### config.mk
export PLATFORM = sky130hd
export DESIGN_NAME = am_param_ctrl
export DESIGN_NICKNAME = d
export VERILOG_FILES = /design/src/rtl/am_ctrl_pkg.sv /design/src/rtl/key_debounce.sv /design/src/rtl/am_param_ctrl.sv
export SDC_FILE = /design/constraint.sdc
export NUM_CORES = 1
export LEC_CHECK = 0
export ABC_AREA = 1
export BUFFER_PORTS_ARGS = -buffer_cell sky130_fd_sc_hd__buf_4
export CAP_MARGIN = 25
export CELL_PAD_IN_SITES_DETAIL_PLACEMENT = 1
export CELL_PAD_IN_SITES_GLOBAL_PLACEMENT = 1
export CORE_MARGIN = 4
export CORE_UTILIZATION = 43
export DETAILED_ROUTE_END_ITERATION = 10
export PLACE_DENSITY = 0.78
export SYNTH_ARGS = -nofsm -noshare
export SYNTH_HDL_FRONTEND = slang
export SYNTH_SLANG_ARGS = --single-unit
### constraint.sdc
create_clock -name clk -period 4.6 [get_ports clk]
set_input_delay 0 -clock clk [delete_from_list [all_inputs] [get_ports clk]]
set_output_delay 0 -clock clk [all_outputs]
set_load 0.005 [all_outputs]
### src/rtl/am_ctrl_pkg.sv
// am_ctrl_pkg
// Shared definitions for the AM parameter controller:
//   - mode encoding (FREQ / DEPTH / SWEEP) and the mode rotation helper
//   - per-key event FSM state encoding (IDLE / FIRST / HOLD)
//   - default limits and reset values for the phase increment and depth
//   - key index constants and a counter width helper
package am_ctrl_pkg;

  typedef enum logic [1:0] {
    MODE_FREQ  = 2'd0,
    MODE_DEPTH = 2'd1,
    MODE_SWEEP = 2'd2
  } mode_t;

  typedef enum logic [1:0] {
    KEY_IDLE  = 2'd0,
    KEY_FIRST = 2'd1,
    KEY_HOLD  = 2'd2
  } key_state_t;

  localparam int INC_MIN_DEF    = 1;
  localparam int INC_MAX_DEF    = 1023;
  localparam int INC_RST_DEF    = 16;
  localparam int DEPTH_STEP_DEF = 16;
  localparam int DEPTH_RST_DEF  = 192;

  // Key positions in the debouncer array.
  localparam int KEY_ADD  = 0;
  localparam int KEY_SUB  = 1;
  localparam int KEY_MODE = 2;

  // Width of a counter that runs 0 .. n-1.
  function automatic int cnt_width(input int n);
    return (n <= 2) ? 1 : $clog2(n);
  endfunction

  // FREQ -> DEPTH -> SWEEP -> FREQ.
  function automatic mode_t next_mode(input mode_t m);
    case (m)
      MODE_FREQ:  return MODE_DEPTH;
      MODE_DEPTH: return MODE_SWEEP;
      default:    return MODE_FREQ;
    endcase
  endfunction

endpackage

### src/rtl/key_debounce.sv
// key_debounce
// Two-flop synchronizer plus debounce counter for one raw push-button.
// Ports:
//   clk      - system clock
//   rst_n    - active-low reset (asynchronous assert)
//   i_key    - raw, asynchronous key input (active high)
//   o_level  - debounced key level
//   o_rise   - one-cycle pulse on a debounced rise of an armed key
module key_debounce
  import am_ctrl_pkg::*;
#(
  parameter int DEB_CYCLES = 500000
) (
  input  logic clk,
  input  logic rst_n,
  input  logic i_key,
  output logic o_level,
  output logic o_rise
);

  localparam int CW = cnt_width(DEB_CYCLES);
  localparam logic [CW-1:0] CNT_LAST = CW'(DEB_CYCLES - 1);

  logic [1:0]    r_sync;
  logic [1:0]    r_fill;
  logic [CW-1:0] r_cnt;
  logic          r_level;
  logic          r_rise;
  logic          r_armed;
  logic          w_flip;

  assign w_flip  = (r_sync[1] != r_level) && (r_cnt == CNT_LAST);
  assign o_level = r_level;
  assign o_rise  = r_rise;

  // r_fill marks when r_sync holds real samples again after reset. The key
  // is armed only once it has been seen released after that point, so a key
  // held through reset produces no rise until it is let go and pressed again.
  always_ff @(posedge clk or negedge rst_n) begin
    if (!rst_n) begin
      r_sync  <= '0;
      r_fill  <= '0;
      r_cnt   <= '0;
      r_level <= 1'b0;
      r_rise  <= 1'b0;
      r_armed <= 1'b0;
    end else begin
      r_sync  <= {r_sync[0], i_key};
      r_fill  <= {r_fill[0], 1'b1};
      r_armed <= r_armed | (r_fill[1] & ~r_sync[1]);
      r_rise  <= w_flip & r_sync[1] & r_armed;
      if (r_sync[1] == r_level) begin
        r_cnt <= '0;
      end else if (w_flip) begin
        r_cnt   <= '0;
        r_level <= r_sync[1];
      end else begin
        r_cnt <= r_cnt + 1'b1;
      end
    end
  end

endmodule

### src/rtl/am_param_ctrl.sv
// am_param_ctrl
// Push-button controller for the AM generator parameters.
// Ports:
//   clk            - system clock
//   rst            - asynchronous active-low reset (deassertion synchronized)
//   ctrl_key_add   - raw "add" key, active high
//   ctrl_key_sub   - raw "sub" key, active high
//   ctrl_key_mode  - raw "mode" key, active high
//   addr_change    - carrier DDS phase increment
//   mod_depth      - modulation depth coefficient
//   mode           - 0 FREQ, 1 DEPTH, 2 SWEEP
//   cfg_valid      - one-cycle pulse when any output value changes
module am_param_ctrl
  import am_ctrl_pkg::*;
#(
  parameter int DEB_CYCLES    = 500000,
  parameter int REPEAT_CYCLES = 12500000,
  parameter int SWEEP_DIV     = 50000,
  parameter int INC_MIN       = INC_MIN_DEF,
  parameter int INC_MAX       = INC_MAX_DEF,
  parameter int INC_RST       = INC_RST_DEF,
  parameter int DEPTH_STEP    = DEPTH_STEP_DEF,
  parameter int DEPTH_RST     = DEPTH_RST_DEF
) (
  input  logic       clk,
  input  logic       rst,
  input  logic       ctrl_key_add,
  input  logic       ctrl_key_sub,
  input  logic       ctrl_key_mode,
  output logic [9:0] addr_change,
  output logic [7:0] mod_depth,
  output logic [1:0] mode,
  output logic       cfg_valid
);

  localparam int RW = cnt_width(REPEAT_CYCLES);
  localparam int SW = cnt_width(SWEEP_DIV);
  localparam logic [RW-1:0] REP_LAST   = RW'(REPEAT_CYCLES - 1);
  localparam logic [SW-1:0] SWEEP_LAST = SW'(SWEEP_DIV - 1);
  localparam logic [9:0]    L_INC_MIN  = 10'(INC_MIN);
  localparam logic [9:0]    L_INC_MAX  = 10'(INC_MAX);
  localparam logic [7:0]    L_DSTEP    = 8'(DEPTH_STEP);

  // Reset asserts immediately, releases two clocks later in step with clk.
  logic [1:0] r_rst_sync;
  logic       w_rst_n;

  always_ff @(posedge clk or negedge rst) begin
    if (!rst) r_rst_sync <= '0;
    else      r_rst_sync <= {r_rst_sync[0], 1'b1};
  end
  assign w_rst_n = r_rst_sync[1];

  // Debouncers: add, sub, mode.
  logic [2:0] w_keys_raw;
  logic [2:0] w_level;
  logic [2:0] w_rise;
  logic [1:0] w_step;
  logic       w_unused_mode_level;

  assign w_keys_raw          = {ctrl_key_mode, ctrl_key_sub, ctrl_key_add};
  assign w_unused_mode_level = w_level[KEY_MODE];

  generate
    for (genvar gi = 0; gi < 3; gi++) begin : g_deb
      key_debounce #(.DEB_CYCLES(DEB_CYCLES)) u_deb (
        .clk     (clk),
        .rst_n   (w_rst_n),
        .i_key   (w_keys_raw[gi]),
        .o_level (w_level[gi]),
        .o_rise  (w_rise[gi])
      );
    end
  endgenerate

  // Event FSMs for add (0) and sub (1): one step on press, then auto-repeat.
  generate
    for (genvar gi = 0; gi < 2; gi++) begin : g_fsm
      key_state_t    r_state;
      key_state_t    w_state_next;
      logic [RW-1:0] r_rep_cnt;
      logic [RW-1:0] w_rep_cnt_next;
      logic          w_step_i;

      always_ff @(posedge clk or negedge w_rst_n) begin
        if (!w_rst_n) begin
          r_state   <= KEY_IDLE;
          r_rep_cnt <= '0;
        end else begin
          r_state   <= w_state_next;
          r_rep_cnt <= w_rep_cnt_next;
        end
      end

      always_comb begin
        w_state_next   = r_state;
        w_rep_cnt_next = r_rep_cnt;
        w_step_i       = 1'b0;
        case (r_state)
          KEY_IDLE: begin
            w_rep_cnt_next = '0;
            if (w_rise[gi]) w_state_next = KEY_FIRST;
          end
          KEY_FIRST: begin
            w_step_i       = 1'b1;
            w_rep_cnt_next = '0;
            w_state_next   = w_level[gi] ? KEY_HOLD : KEY_IDLE;
          end
          KEY_HOLD: begin
            if (!w_level[gi]) begin
              w_state_next   = KEY_IDLE;
              w_rep_cnt_next = '0;
            end else if (r_rep_cnt == REP_LAST) begin
              w_step_i       = 1'b1;
              w_rep_cnt_next = '0;
            end else begin
              w_rep_cnt_next = r_rep_cnt + 1'b1;
            end
          end
          default: begin
            w_state_next   = KEY_IDLE;
            w_rep_cnt_next = '0;
          end
        endcase
      end

      assign w_step[gi] = w_step_i;
    end
  endgenerate

  // Parameter registers.
  logic [9:0]    r_addr, w_addr_next;
  logic [7:0]    r_depth, w_depth_next;
  mode_t         r_mode, w_mode_next;
  logic          r_cfg_valid, w_cfg_next;
  logic [SW-1:0] r_sweep_cnt, w_sweep_cnt_next;
  logic          w_add, w_sub;
  logic [8:0]    w_depth_sum;

  // Simultaneous add and sub cancel out.
  assign w_add       = w_step[KEY_ADD] & ~w_step[KEY_SUB];
  assign w_sub       = w_step[KEY_SUB] & ~w_step[KEY_ADD];
  assign w_depth_sum = {1'b0, r_depth} + {1'b0, L_DSTEP};

  always_comb begin
    w_addr_next      = r_addr;
    w_depth_next     = r_depth;
    w_mode_next      = r_mode;
    w_sweep_cnt_next = '0;   // held at zero outside SWEEP, so entry starts clean
    // Steps act under the current mode; a mode change lands afterwards.
    case (r_mode)
      MODE_FREQ: begin
        if (w_add && (r_addr < L_INC_MAX)) w_addr_next = r_addr + 10'd1;
        if (w_sub && (r_addr > L_INC_MIN)) w_addr_next = r_addr - 10'd1;
      end
      MODE_DEPTH: begin
        if (w_add) w_depth_next = (w_depth_sum > 9'd255) ? 8'd255 : w_depth_sum[7:0];
        if (w_sub) w_depth_next = (r_depth < L_DSTEP) ? 8'd0 : (r_depth - L_DSTEP);
      end
      MODE_SWEEP: begin
        if (r_sweep_cnt == SWEEP_LAST) begin
          w_addr_next = (r_addr >= L_INC_MAX) ? L_INC_MIN : (r_addr + 10'd1);
        end else begin
          w_sweep_cnt_next = r_sweep_cnt + 1'b1;
        end
      end
      default: ;
    endcase
    if (w_rise[KEY_MODE]) w_mode_next = next_mode(r_mode);
    w_cfg_next = (w_addr_next != r_addr) || (w_depth_next != r_depth) ||
                 (w_mode_next != r_mode);
  end

  always_ff @(posedge clk or negedge w_rst_n) begin
    if (!w_rst_n) begin
      r_addr      <= 10'(INC_RST);
      r_depth     <= 8'(DEPTH_RST);
      r_mode      <= MODE_FREQ;
      r_cfg_valid <= 1'b0;
      r_sweep_cnt <= '0;
    end else begin
      r_addr      <= w_addr_next;
      r_depth     <= w_depth_next;
      r_mode      <= w_mode_next;
      r_cfg_valid <= w_cfg_next;
      r_sweep_cnt <= w_sweep_cnt_next;
    end
  end

  assign addr_change = r_addr;
  assign mod_depth   = r_depth;
  assign mode        = r_mode;
  assign cfg_valid   = r_cfg_valid;

endmodule

==> metrics.md <==
| Metric | Value |
|---|---|
| Min Tclk post-route | `approximately 2700 ps` |
| Library cells used by synthesis | `48` |
| Remaining Overflow, GRT | `0` |
| Setup TNS | `0 ps` |
| DP HPWL | `around 16,000 um` |
| Critical path arrival | `slightly below 3000 ps` |
| Outcome | `complete, no violations` |
| Critical path class | `flip-flop to flip-flop` |
| Number of diodes | `0` |
| Final WL | `about 23,000 um` |
| Top-area cell type share of the netlist area | `0.450` |
| Top Usage Layer GRT | `met2` |
| Cell count after synthesis | `1,152` |
| Most frequent cells in the layout | `nand2_1 (194), inv_1 (168), dfrtp_1 (161), nor2_1 (149), a21oi_1 (74)` |
| Share of layout cells above drive strength 1 | `0.101` |
| Finish-stage setup viols | `0` |
| GR Util All Layers | `0.206` |
| Tcrit/Tclk final | `0.577` |
| Most common cell after layout, fill and taps aside | `nand2_1` |
| CP Capture Type | `flip-flop` |
| Routed wire per std cell | `about 15 um` |
| Critical Path Source Type | `flip-flop` |
| Place WS | `~2000 ps` |
| Hold crit path type | `primary input to flip-flop` |
| Synthesized cell area | `between 9000 and 10,000 um^2` |
| Final Net Count | `1,215` |
| Syn_area_per_cell | `a little under 8 um^2` |
| Clock Tree Buf Depth | `2` |
| Comb power frac | `0.019` |
| Worst EP required | `4910 ps` |
| Met1 Resource Use GR | `0.269` |
| Sequential area share after synthesis | `0.459` |
| First-pass GRT wire length | `40,600 um` |
| Internal power | `~2.4 mW` |
| Port bufs | `25` |
| Ys Warns | `0` |
| RSZ-0062 raised after global routing | `false` |
| IO Pins | `26` |
| Area of the die | `around 23,000 um^2` |
| Num CTS Buffers | `17` |
| Final number of max-transition violations | `0` |
| Area delta synth->final | `13.5%` |
| Reg clk slew, reported paths | `70 ps` |
| Pwr dens | `304 nW/um^2` |
| Fin worst setup slack | `slightly below 2000 ps` |
| Synthesis-stage register bit count | `around 170` |
| Initial Util | `0.441` |
| Remaining antenna violation count | `0` |
| Post-synth top area cell | `dfrtp_1` |
| Cts repair resizes | `0` |
| DR vias | `slightly below 8,000` |
| TritonCTS clock tree | `built` |
| Worst vdd ir | `between 0.0002 and 0.00025 V` |
| Initial antenna violation count | `0` |
| Worst skew pair latency | `430 ps` |
| Switching power | `about 0.7 mW` |
| Core box area | `between 20,000 and 25,000 um^2` |
| Die H | `around 150 um` |
| Vias in the first global route | `between 8,000 and 9,000` |
| Slew margin rel. | `0.358` |
| 1st-iter DRT viols | `roughly 300` |
| Met3 Usage GRT | `0.0361` |
| CTS Root Cell | `clkbuf_16` |
| Area contributors post-synth | `dfrtp_1 (45%), nand2_1 (8.1%), inv_1 (7.0%), nor2_1 (6.2%), a21oi_1 (4.1%)` |
| Switching share of power | `0.225` |
| Gpl congestion | `between 0.8 and 0.9` |
| Die Span X | `153 um` |
| H-tree depth | `4` |
| Drt first pass iters | `4` |
| Met2 Use GR | `0.357` |
| Max-Cap Viols | `0` |
| Layout Skew | `~14 ps` |
| Cell row count | `52` |
| Final hold violation count | `0` |
| Leakage | `between 4 and 5 nW` |
| Via density | `about 5.3` |
| Pin count of the biggest net entering global routing | `between 80 and 90` |
| Sequential Power Share | `0.475` |
| # DRC | `0` |
| Total clock sinks | `approximately 170` |
| Worst-Margin Slew | `960 ps` |
| Max Fclk | `roughly 380 MHz` |
| Crit-path max FO | `8` |
| Clock Power Share | `0.506` |
==> cells in the mapped netlist, drive strengths merged <==
master   number
a211oi        7
a21boi        1
a21oi        75
a221oi        2
a22oi         3
a31oi         8
and3          6
buf           3
clkbuf       10
clkinv        3
conb          1
dfrtp       162
dfstp         3
ha           18
inv         179
nand2       206
nand3        73
nand3b        2
nand4        33
nor2        166
nor3         54
nor3b         7
nor4         14
o2111ai       1
o211ai        7
o21a          2
o21ai        68
o221a         2
o221ai        2
o22ai         5
o311ai        1
or2           3
xnor2         1
xor2         24
==> timing repair <==
| action | in CTS | in global routing |
|---|---|---|
| endpoints found under the hold margin | 5 | 0 |
| setup endpoints to repair | 0 | 0 |
| hold buffers | 5 | 0 |
| buffers inserted | 0 | 0 |
==> cell families (layout without fill, tap and decap cells) <==
group	count (synthesis)	count (layout)	synth area share
AND/OR/NAND/NOR	564	564	0.293
buffers and inverters	195	247	0.0832
AO/OA/AOI/OAI	184	184	0.115
flip-flops	165	165	0.459
XOR/XNOR	25	25	0.0243
adder cells (fa/ha/maj)	18	18	0.0250
other	1	2	0.000416
==> final cells by class <==
cell class	instances	area (um^2)
fill	2549	10200
sequential	165	4140
multi-input combinational	793	4130
inverter	182	691
clock buffer	18	429
tap	270	338
timing repair buffer	33	285
clock inverter	14	213
==> flip-flops by register name, indices dropped and copies added (netlist names), 3 cells and up <==
name / count
addr_change: 10
g_deb.u_deb.o_level: 3
g_deb.u_deb.o_rise: 3
g_deb.u_deb.r_armed: 3
g_deb.u_deb.r_cnt: 57
g_deb.u_deb.r_sync: 6
g_fsm.r_rep_cnt: 48
g_fsm.r_state: 4
mod_depth: 8
r_sweep_cnt: 16
==> critical path, cell delays in order (launching register included) <==
cell,delay (ps)
dfrtp_1,390
ha_1,180
nand2_1,80
nor2_1,240
nand4_1,120
nand3b_1,280
inv_2,170
nor2_1,160
nor2_2,210
inv_1,80
o21ai_0,150
nand2_1,100
nand2_1,70
nand2_1,70
nor2_1,110
nand4_1,100
==> layer usage <==
metal / vias up / share of wire / wire length [um]
li1: 3867 / - / -
met5: - / 0 / 0
met1: 3830 / 0.46 / 10600
met2: 79 / 0.50 / 11400
met4: 0 / 0.012 / 274
met3: 22 / 0.024 / 545
==> power groups by stage <==
stage | clock (mW) | combinational (mW) | sequential (mW)
global placement | 0 | 0.0466 | 1.51
global route | 1.69 | 0.0700 | 1.48
floorplan | 0 | 0.0198 | 1.51
CTS | 1.61 | 0.0617 | 1.48
finish | 1.57 | 0.0590 | 1.48
detailed placement | 0 | 0.0578 | 1.50
==> path summary, 6_finish.rpt <==
kind	cells past startpoint	endpoint	startpoint	slack, ps
min in group asynchronous	0	g_deb[0].u_deb.r_cnt[12]$_DFF_PN0_	r_rst_sync[1]$_DFF_PN0_	320
min reg2reg	0	g_deb[0].u_deb.r_cnt[12]$_DFF_PN0_	r_rst_sync[1]$_DFF_PN0_	320
max	15	cfg_valid$_DFF_PN0_	r_sweep_cnt[0]$_DFF_PN0_	1950
min	2	g_deb[2].u_deb.r_sync[0]$_DFF_PN0_	ctrl_key_mode	220
max reg2reg	15	cfg_valid$_DFF_PN0_	r_sweep_cnt[0]$_DFF_PN0_	1950
max in group asynchronous	2	mod_depth[7]$_DFF_PN1_	r_rst_sync[1]$_DFF_PN0_	3110
==> per-stage QoR <==
stage	util	hold WS [ps]	power, mW	cell area, um^2	cells
2_1_floorplan	-	-296	1.53	9010	1153
3_3_place_gp	0.466	-218	1.56	9510	1437
5_1_grt	0.500	221	3.24	10200	1475
3_5_place_dp	0.467	-217	1.56	9530	1438
4_1_cts	0.500	198	3.15	10200	1475
6_report	0.500	223	3.11	10200	1475
No activity file was read; power rests on OpenSTA's default activity.
